[src/rtl/gmii_rx_align_if.sv]
// Signal bundle between the GMII/MII receive aligner and its environment.
// master: the aligner (takes PHY pins, drives the byte stream); slave: PHY model / MAC side.
interface gmii_rx_align_if;
  logic [1:0]  speed;
  logic        rx_dv;
  logic        rx_er;
  logic [7:0]  rxd;
  logic        out_dv;
  logic [7:0]  out_d;
  logic        out_sof;
  logic        out_eof;
  logic        out_err;
  logic [12:0] out_len;
  logic [31:0] st_ok;
  logic [31:0] st_bad;
  logic [15:0] st_drop;

  modport master (
    input  speed, rx_dv, rx_er, rxd,
    output out_dv, out_d, out_sof, out_eof, out_err, out_len, st_ok, st_bad, st_drop
  );

  modport slave (
    output speed, rx_dv, rx_er, rxd,
    input  out_dv, out_d, out_sof, out_eof, out_err, out_len, st_ok, st_bad, st_drop
  );
endinterface

[src/rtl/gmii_rx_align.sv]
// GMII/MII receive front end: registers PHY pins, strips preamble/SFD, packs nibbles, frames bytes.
// Define RX_STATS_EN to build the st_ok/st_bad/st_drop counters; otherwise they read 0.
module gmii_rx_align #(
  parameter int unsigned MAX_PRE = 15,
  parameter int unsigned MAX_LEN = 1518
) (
  input logic             rstn,
  input logic             rx_clk,
  gmii_rx_align_if.master bus
);
  typedef enum logic [1:0] {StIdle, StPre, StData, StDrop} state_e;

  localparam logic [12:0] MaxLenW = 13'(MAX_LEN);
  localparam logic [15:0] MaxPreW = 16'(MAX_PRE);

  state_e      state_q, state_d;
  logic        dv_r_q, dv_p_q, er_r_q;
  logic [7:0]  d_r_q;
  logic        spd_byte_q, spd_byte_d;
  logic [15:0] pre_q, pre_d;
  logic [12:0] cnt_q, cnt_d;
  logic        phase_q, phase_d;
  logic [3:0]  low_q, low_d;
  logic        err_q, err_d;
  logic        out_dv_q, out_dv_d;
  logic [7:0]  out_d_q, out_d_d;
  logic        out_sof_q, out_sof_d;
  logic        out_eof_q, out_eof_d;
  logic        out_err_q, out_err_d;
  logic [12:0] out_len_q, out_len_d;

  logic        byte_mode, unit_sfd, unit_pre, emit;
  logic [7:0]  emit_byte;
  logic [15:0] pre_nxt, pre_bytes;
  logic        unused_speed0;

  assign unused_speed0 = bus.speed[0];

  // Mode comes live from speed only while idle; the latched copy governs the rest of the frame.
  assign byte_mode = (state_q == StIdle) ? bus.speed[1] : spd_byte_q;
  assign unit_sfd  = byte_mode ? (d_r_q == 8'hD5) : (d_r_q[3:0] == 4'hD);
  assign unit_pre  = byte_mode ? (d_r_q == 8'h55) : (d_r_q[3:0] == 4'h5);
  assign pre_nxt   = pre_q + 16'd1;
  assign pre_bytes = byte_mode ? pre_nxt : {1'b0, pre_nxt[15:1]};

  // dv history resets high so a frame already in flight at reset release is not an edge.
  always_ff @(posedge rx_clk or negedge rstn) begin
    if (!rstn) begin
      dv_r_q <= 1'b1;
      dv_p_q <= 1'b1;
      er_r_q <= 1'b0;
      d_r_q  <= '0;
    end else begin
      dv_r_q <= bus.rx_dv;
      dv_p_q <= dv_r_q;
      er_r_q <= bus.rx_er;
      d_r_q  <= bus.rxd;
    end
  end

  always_ff @(posedge rx_clk or negedge rstn) begin
    if (!rstn) begin
      state_q    <= StIdle;
      spd_byte_q <= 1'b0;
      pre_q      <= '0;
      cnt_q      <= '0;
      phase_q    <= 1'b0;
      low_q      <= '0;
      err_q      <= 1'b0;
      out_dv_q   <= 1'b0;
      out_d_q    <= '0;
      out_sof_q  <= 1'b0;
      out_eof_q  <= 1'b0;
      out_err_q  <= 1'b0;
      out_len_q  <= '0;
    end else begin
      state_q    <= state_d;
      spd_byte_q <= spd_byte_d;
      pre_q      <= pre_d;
      cnt_q      <= cnt_d;
      phase_q    <= phase_d;
      low_q      <= low_d;
      err_q      <= err_d;
      out_dv_q   <= out_dv_d;
      out_d_q    <= out_d_d;
      out_sof_q  <= out_sof_d;
      out_eof_q  <= out_eof_d;
      out_err_q  <= out_err_d;
      out_len_q  <= out_len_d;
    end
  end

  always_comb begin
    state_d    = state_q;
    spd_byte_d = spd_byte_q;
    pre_d      = pre_q;
    cnt_d      = cnt_q;
    phase_d    = phase_q;
    low_d      = low_q;
    err_d      = err_q;
    out_dv_d   = 1'b0;
    out_d_d    = out_d_q;
    out_sof_d  = 1'b0;
    out_eof_d  = 1'b0;
    out_err_d  = out_err_q;
    out_len_d  = out_len_q;
    emit       = 1'b0;
    emit_byte  = '0;

    unique case (state_q)
      StIdle: begin
        if (dv_r_q && !dv_p_q) begin
          spd_byte_d = bus.speed[1];
          pre_d      = 16'd1;
          cnt_d      = '0;
          phase_d    = 1'b0;
          err_d      = 1'b0;
          if (unit_sfd) begin
            state_d = StData;
          end else if (unit_pre) begin
            state_d = StPre;
          end else begin
            state_d = StDrop;
          end
        end
      end
      StPre: begin
        if (!dv_r_q) begin
          state_d = StIdle;
        end else if (unit_sfd) begin
          state_d = StData;
          phase_d = 1'b0;
          cnt_d   = '0;
          err_d   = 1'b0;
        end else if (unit_pre && (pre_bytes <= MaxPreW)) begin
          pre_d = pre_nxt;
        end else begin
          state_d = StDrop;
        end
      end
      StData: begin
        if (!dv_r_q) begin
          // A pending low nibble at dv fall is dribble; an empty frame is also bad.
          out_eof_d = 1'b1;
          out_err_d = err_q | phase_q | (cnt_q == 13'd0);
          out_len_d = (cnt_q > MaxLenW) ? MaxLenW : cnt_q;
          state_d   = StIdle;
        end else begin
          if (er_r_q) begin
            err_d = 1'b1;
          end
          if (byte_mode) begin
            emit      = 1'b1;
            emit_byte = d_r_q;
          end else if (!phase_q) begin
            low_d   = d_r_q[3:0];
            phase_d = 1'b1;
          end else begin
            emit      = 1'b1;
            emit_byte = {d_r_q[3:0], low_q};
            phase_d   = 1'b0;
          end
          if (emit) begin
            if (cnt_q >= MaxLenW) begin
              err_d = 1'b1;
            end else begin
              out_dv_d  = 1'b1;
              out_d_d   = emit_byte;
              out_sof_d = (cnt_q == 13'd0);
            end
            if (cnt_q != '1) begin
              cnt_d = cnt_q + 13'd1;
            end
          end
        end
      end
      StDrop: begin
        if (!dv_r_q) begin
          state_d = StIdle;
        end
      end
      default: state_d = StIdle;
    endcase
  end

  assign bus.out_dv  = out_dv_q;
  assign bus.out_d   = out_d_q;
  assign bus.out_sof = out_sof_q;
  assign bus.out_eof = out_eof_q;
  assign bus.out_err = out_err_q;
  assign bus.out_len = out_len_q;

`ifdef RX_STATS_EN
  logic [31:0] st_ok_q, st_bad_q;
  logic [15:0] st_drop_q;
  logic        drop_entry;

  assign drop_entry = (state_d == StDrop) && (state_q != StDrop);

  always_ff @(posedge rx_clk or negedge rstn) begin
    if (!rstn) begin
      st_ok_q   <= '0;
      st_bad_q  <= '0;
      st_drop_q <= '0;
    end else begin
      if (out_eof_d) begin
        if (out_err_d) begin
          if (st_bad_q != '1) st_bad_q <= st_bad_q + 32'd1;
        end else begin
          if (st_ok_q != '1) st_ok_q <= st_ok_q + 32'd1;
        end
      end
      if (drop_entry && (st_drop_q != '1)) begin
        st_drop_q <= st_drop_q + 16'd1;
      end
    end
  end

  assign bus.st_ok   = st_ok_q;
  assign bus.st_bad  = st_bad_q;
  assign bus.st_drop = st_drop_q;
`else
  assign bus.st_ok   = '0;
  assign bus.st_bad  = '0;
  assign bus.st_drop = '0;
`endif
endmodule
[src/flat_wrapper.sv]
// flat-port wrapper written by rule: the top's interface ports become plain ports
module gmii_rx_align_flat 
#(
  parameter int unsigned MAX_PRE = 15,
  parameter int unsigned MAX_LEN = 1518
)
  (rstn, rx_clk, bus_speed, bus_rx_dv, bus_rx_er, bus_rxd, bus_out_dv, bus_out_d, bus_out_sof, bus_out_eof, bus_out_err, bus_out_len, bus_st_ok, bus_st_bad, bus_st_drop);
  gmii_rx_align_if bus_i ();
  input logic rstn;
  input logic rx_clk;
  input wire logic [$bits(bus_i.speed)-1:0] bus_speed;
  input wire logic [$bits(bus_i.rx_dv)-1:0] bus_rx_dv;
  input wire logic [$bits(bus_i.rx_er)-1:0] bus_rx_er;
  input wire logic [$bits(bus_i.rxd)-1:0] bus_rxd;
  output wire logic [$bits(bus_i.out_dv)-1:0] bus_out_dv;
  output wire logic [$bits(bus_i.out_d)-1:0] bus_out_d;
  output wire logic [$bits(bus_i.out_sof)-1:0] bus_out_sof;
  output wire logic [$bits(bus_i.out_eof)-1:0] bus_out_eof;
  output wire logic [$bits(bus_i.out_err)-1:0] bus_out_err;
  output wire logic [$bits(bus_i.out_len)-1:0] bus_out_len;
  output wire logic [$bits(bus_i.st_ok)-1:0] bus_st_ok;
  output wire logic [$bits(bus_i.st_bad)-1:0] bus_st_bad;
  output wire logic [$bits(bus_i.st_drop)-1:0] bus_st_drop;
  assign bus_i.speed = bus_speed;
  assign bus_i.rx_dv = bus_rx_dv;
  assign bus_i.rx_er = bus_rx_er;
  assign bus_i.rxd = bus_rxd;
  assign bus_out_dv = bus_i.out_dv;
  assign bus_out_d = bus_i.out_d;
  assign bus_out_sof = bus_i.out_sof;
  assign bus_out_eof = bus_i.out_eof;
  assign bus_out_err = bus_i.out_err;
  assign bus_out_len = bus_i.out_len;
  assign bus_st_ok = bus_i.st_ok;
  assign bus_st_bad = bus_i.st_bad;
  assign bus_st_drop = bus_i.st_drop;
  gmii_rx_align #(.MAX_PRE(MAX_PRE), .MAX_LEN(MAX_LEN)) u_core (.rstn(rstn), .rx_clk(rx_clk), .bus(bus_i));
endmodule
[config.mk]
export PLATFORM = sky130hd
export DESIGN_NAME = gmii_rx_align_flat
export DESIGN_NICKNAME = d
export VERILOG_FILES = /design/src/rtl/gmii_rx_align_if.sv /design/src/rtl/gmii_rx_align.sv /design/src/flat_wrapper.sv
export SDC_FILE = /design/constraint.sdc
export NUM_CORES = 1
export LEC_CHECK = 0
export BUFFER_PORTS_ARGS = -buffer_cell sky130_fd_sc_hd__buf_2
export CORE_UTILIZATION = 55
export DETAILED_ROUTE_END_ITERATION = 8
export PLACE_DENSITY_LB_ADDON = 0.3
export SETUP_SLACK_MARGIN = 0.1
export SLEW_MARGIN = 15
export SYNTH_ARGS = -nofsm -noshare
export SYNTH_HDL_FRONTEND = slang
export SYNTH_SLANG_ARGS = --single-unit
export TNS_END_PERCENT = 30
[constraint.sdc]
create_clock -name rx_clk -period 6.93 [get_ports rx_clk]
set_input_delay 0.693 -clock rx_clk [delete_from_list [all_inputs] [get_ports rx_clk]]
set_output_delay 0.693 -clock rx_clk [all_outputs]
set_load 0.05 [all_outputs]
==> metrics.csv <==
metric,value,unit
cts bufs inserted,9,
Hold WC Path Type,in2reg,
RSZ-0062 raised after global routing,no,
row count,31,
Crit path largest cell delay,0.69,ns
Max-cap violations,0,
FILL cells,651,
drt first-iter violations,165,
Net Switching,549.7,uW
number of global-route vias before repair,2627,
Final min period,3.006,ns
Final Skew,0.008411,ns
routed via count,2979,
drt pass-1 iters,4,
Area Growth Syn to Fin,3.977,%
CTS tree,done,
Core Area,7253,um2
drt wl/cell,13.14,um
Die Y,88.57,um
layout cells sized above 1,0.1459,
CTS Buffer Depth,2,
Setup crit start kind,flop,
Final Util,0.5908,
clock sink count,74,
standby leakage power,2.077,nW
Clk pwr share,0.277,
final worst slack,3.924,ns
"Avg Cell Area, Syn",9.431,um2
Port-buffer cells,37,
nets,486,
internal power,820.5,uW
number of setup buffers added after CTS,0,
yosys warns,0,
IO Count,119,
Syn Inst Count,437,
H-tree levels,3,
GPL Wtd Cong,0.8259,
ANT nets after route,0,
Max Clk Rate,332.7,MHz
pin count of the biggest net entering global routing,75,
CTS Hold Bufs,0,
global-route wire length before repair,12.21,mm
crit path max fanout,13,
critical path type,reg2reg,
Final Slew Violations,0,
Least-Margin Pin Slew,0.9333,ns
Max-slew headroom,0.3778,
Critical Path RT,7.12,ns
outcome,finished clean,
post-synthesis sequential area ratio,0.4499,
top_reg_cell synth,dfrtp_1,
overflow left after global routing,0,
die width,88.57,um
Worst Path Arrival,3.20,ns
overall routing resource usage,0.2037,
CTS resizes,0,
"Hold Vio Cnt, Final",0,
Max VDD drop,180.5,uV
Setup Slack @ Placement,3.675,ns
clock-pin slew of the registers on the worst-case setup and hold paths,0.07,ns
Final period util,0.4338,
worst path cell trace,o21ai_2 > and2_1 > o2111ai_1 > or4_1 > o21ai_1 > a21boi_0,
Logic pwr share,0.314,
CTS Root Cell,clkbuf_8,
CP endpoint kind,flop,
Detail Placement HPWL,5.234,mm
initial antenna violation count,0,
Switching Share,0.4012,
die area,7844,um2
final WL,7.514,mm
Placed Instance Area,4056,um2
"Setup violations, final",0,
Worst-Skew Late Latency,0.35,ns
ys async rst share,1.000,
Post-Syn Area,4121,um2
count of state elements after synthesis,74,
Crit-path slowest cell,or4_1,
sequential fraction of design power,0.409,
setup_tns,0,ns
fin area,4285,um2
vias per cell,5.208,
antenna fix cells,0,
Netlist cell types,58,
residual DRC count,0,
PD cells,319.7,nW/um2
number of flops mapped to enable cells by yosys,0,
Initial Util,0.5682,
[worst paths after layout]
kind                                     endpoint  depth (start not counted)                  start  slack [ns]
setup reg to reg                  u_core.pre_q[7]                          6      u_core.state_q[0]        3.92
max in group asynchronous      u_core.bus.out_sof                          2                   rstn        5.77
setup / recovery                  u_core.pre_q[7]                          6      u_core.state_q[0]        3.92
hold / removal                      u_core.dv_r_q                          1              bus_rx_dv        0.44
min in group asynchronous  u_core.bus.out_len[11]                          2                   rstn        0.56
hold reg to reg             u_core.bus.out_len[3]                          2  u_core.bus.out_len[3]        0.47
[power groups by stage]
stage | Sequential (mW) | Combinational, mW | Clock, mW
2_1_floorplan | 0.690 | 0.262 | 0
3_3_place_gp | 0.566 | 0.426 | 0
3_5_place_dp | 0.569 | 0.431 | 0
4_1_cts | 0.561 | 0.433 | 0.387
5_1_grt | 0.572 | 0.468 | 0.399
6_report | 0.561 | 0.430 | 0.379
[metrics by stage]
stage	power, mW	instances	hold slack, ns
global placement	0.9918	556	0.4491
CTS	1.381	572	0.4261
global route	1.438	572	0.4285
floorplan	0.9521	516	0.3644
detailed placement	1.000	556	0.4523
finish	1.370	572	0.4409
[synthesized netlist by cell type, types with 5 or more instances]
cell type | count | area (um2)
a21boi_0 | 12 | 90.09
a21o_1 | 7 | 52.55
a21oi_1 | 25 | 125.1
and3_1 | 7 | 43.79
buf_4 | 81 | 608.1
clkbuf_1 | 13 | 48.80
dfrtp_1 | 72 | 1802
inv_1 | 8 | 30.03
mux2_2 | 5 | 56.30
nand2_1 | 41 | 153.9
nand2b_1 | 7 | 43.79
nand3_1 | 15 | 75.07
nand4_1 | 11 | 68.82
nor2_1 | 15 | 56.30
nor3_1 | 9 | 45.04
o21ai_0 | 26 | 130.1
or3_1 | 14 | 87.58
or4_1 | 6 | 45.04
[cell families (layout without fill, tap and decap cells)]
| family | Yosys count | in the layout | synth area share |
|---|---|---|---|
| AOI/OAI and AO/OA | 100 | 100 | 0.1597 |
| xor gates and xnor gates | 3 | 3 | 0.006376 |
| adders and majority gates | 4 | 4 | 0.01214 |
| buffers and inverters | 106 | 63 | 0.1727 |
| DFF | 74 | 74 | 0.4499 |
| muxes | 5 | 5 | 0.01366 |
| other | 1 | 80 | 0.0009099 |
| and+or+nand+nor | 144 | 144 | 0.1846 |
[routing by layer]
layer | wire (um) | track usage | up-vias
li1 | - | - | 1436
met1 | 3417 | 0.2601 | 1453
met2 | 3757 | 0.3392 | 81
met3 | 252 | 0.04571 | 9
met4 | 86 | 0.07625 | 0
met5 | 0 | 0 | -
[cells in the final DEF, fill, tap and decap left out, drive strengths merged, types with 3 or more instances in the layout]
cell	n
a21boi	13
a21o	7
a21oi	25
and2	5
and3	7
buf	38
clkbuf	12
clkinv	3
conb	80
dfrtp	72
ha	4
inv	8
mux2	5
nand2	41
nand2b	7
nand3	15
nand4	11
nor2	15
nor2b	4
nor3	9
o211ai	3
o21ai	28
o311ai	3
or3	14
or4	6
[worst max-delay path: cells and delay by family (launching register included)]
kind             cells  cell delay (ns)
AND/OR/NAND/NOR      2             1.06
flip-flops           1             0.51
AO/OA/AOI/OAI        4             1.28
[final cells by class]
| cell class | count | area (um2) | area share |
|---|---|---|---|
| sequential | 74 | 1854 | 0.4327 |
| multi-input combinational | 336 | 1852 | 0.4321 |
| timing repair buffer | 38 | 192.7 | 0.04496 |
| clock buffer | 12 | 155.1 | 0.03620 |
| tap | 99 | 123.9 | 0.02891 |
| clock inverter | 4 | 73.82 | 0.01723 |
| inverter | 9 | 33.78 | 0.007883 |
[state kept, by name, indices dropped and copies added (netlist names)]
name and cells:
u_core.pre_q 16, u_core.bus.out_len 13, u_core.cnt_q 13, u_core.bus.out_d 8, u_core.d_r_q 8, u_core.low_q 4, u_core.state_q 2, u_core.bus.out_dv 1
u_core.bus.out_eof 1, u_core.bus.out_err 1, u_core.bus.out_sof 1, u_core.dv_p_q 1, u_core.dv_r_q 1, u_core.er_r_q 1, u_core.err_q 1, u_core.phase_q 1
u_core.spd_byte_q 1
Power figures use the tool's default switching activity.
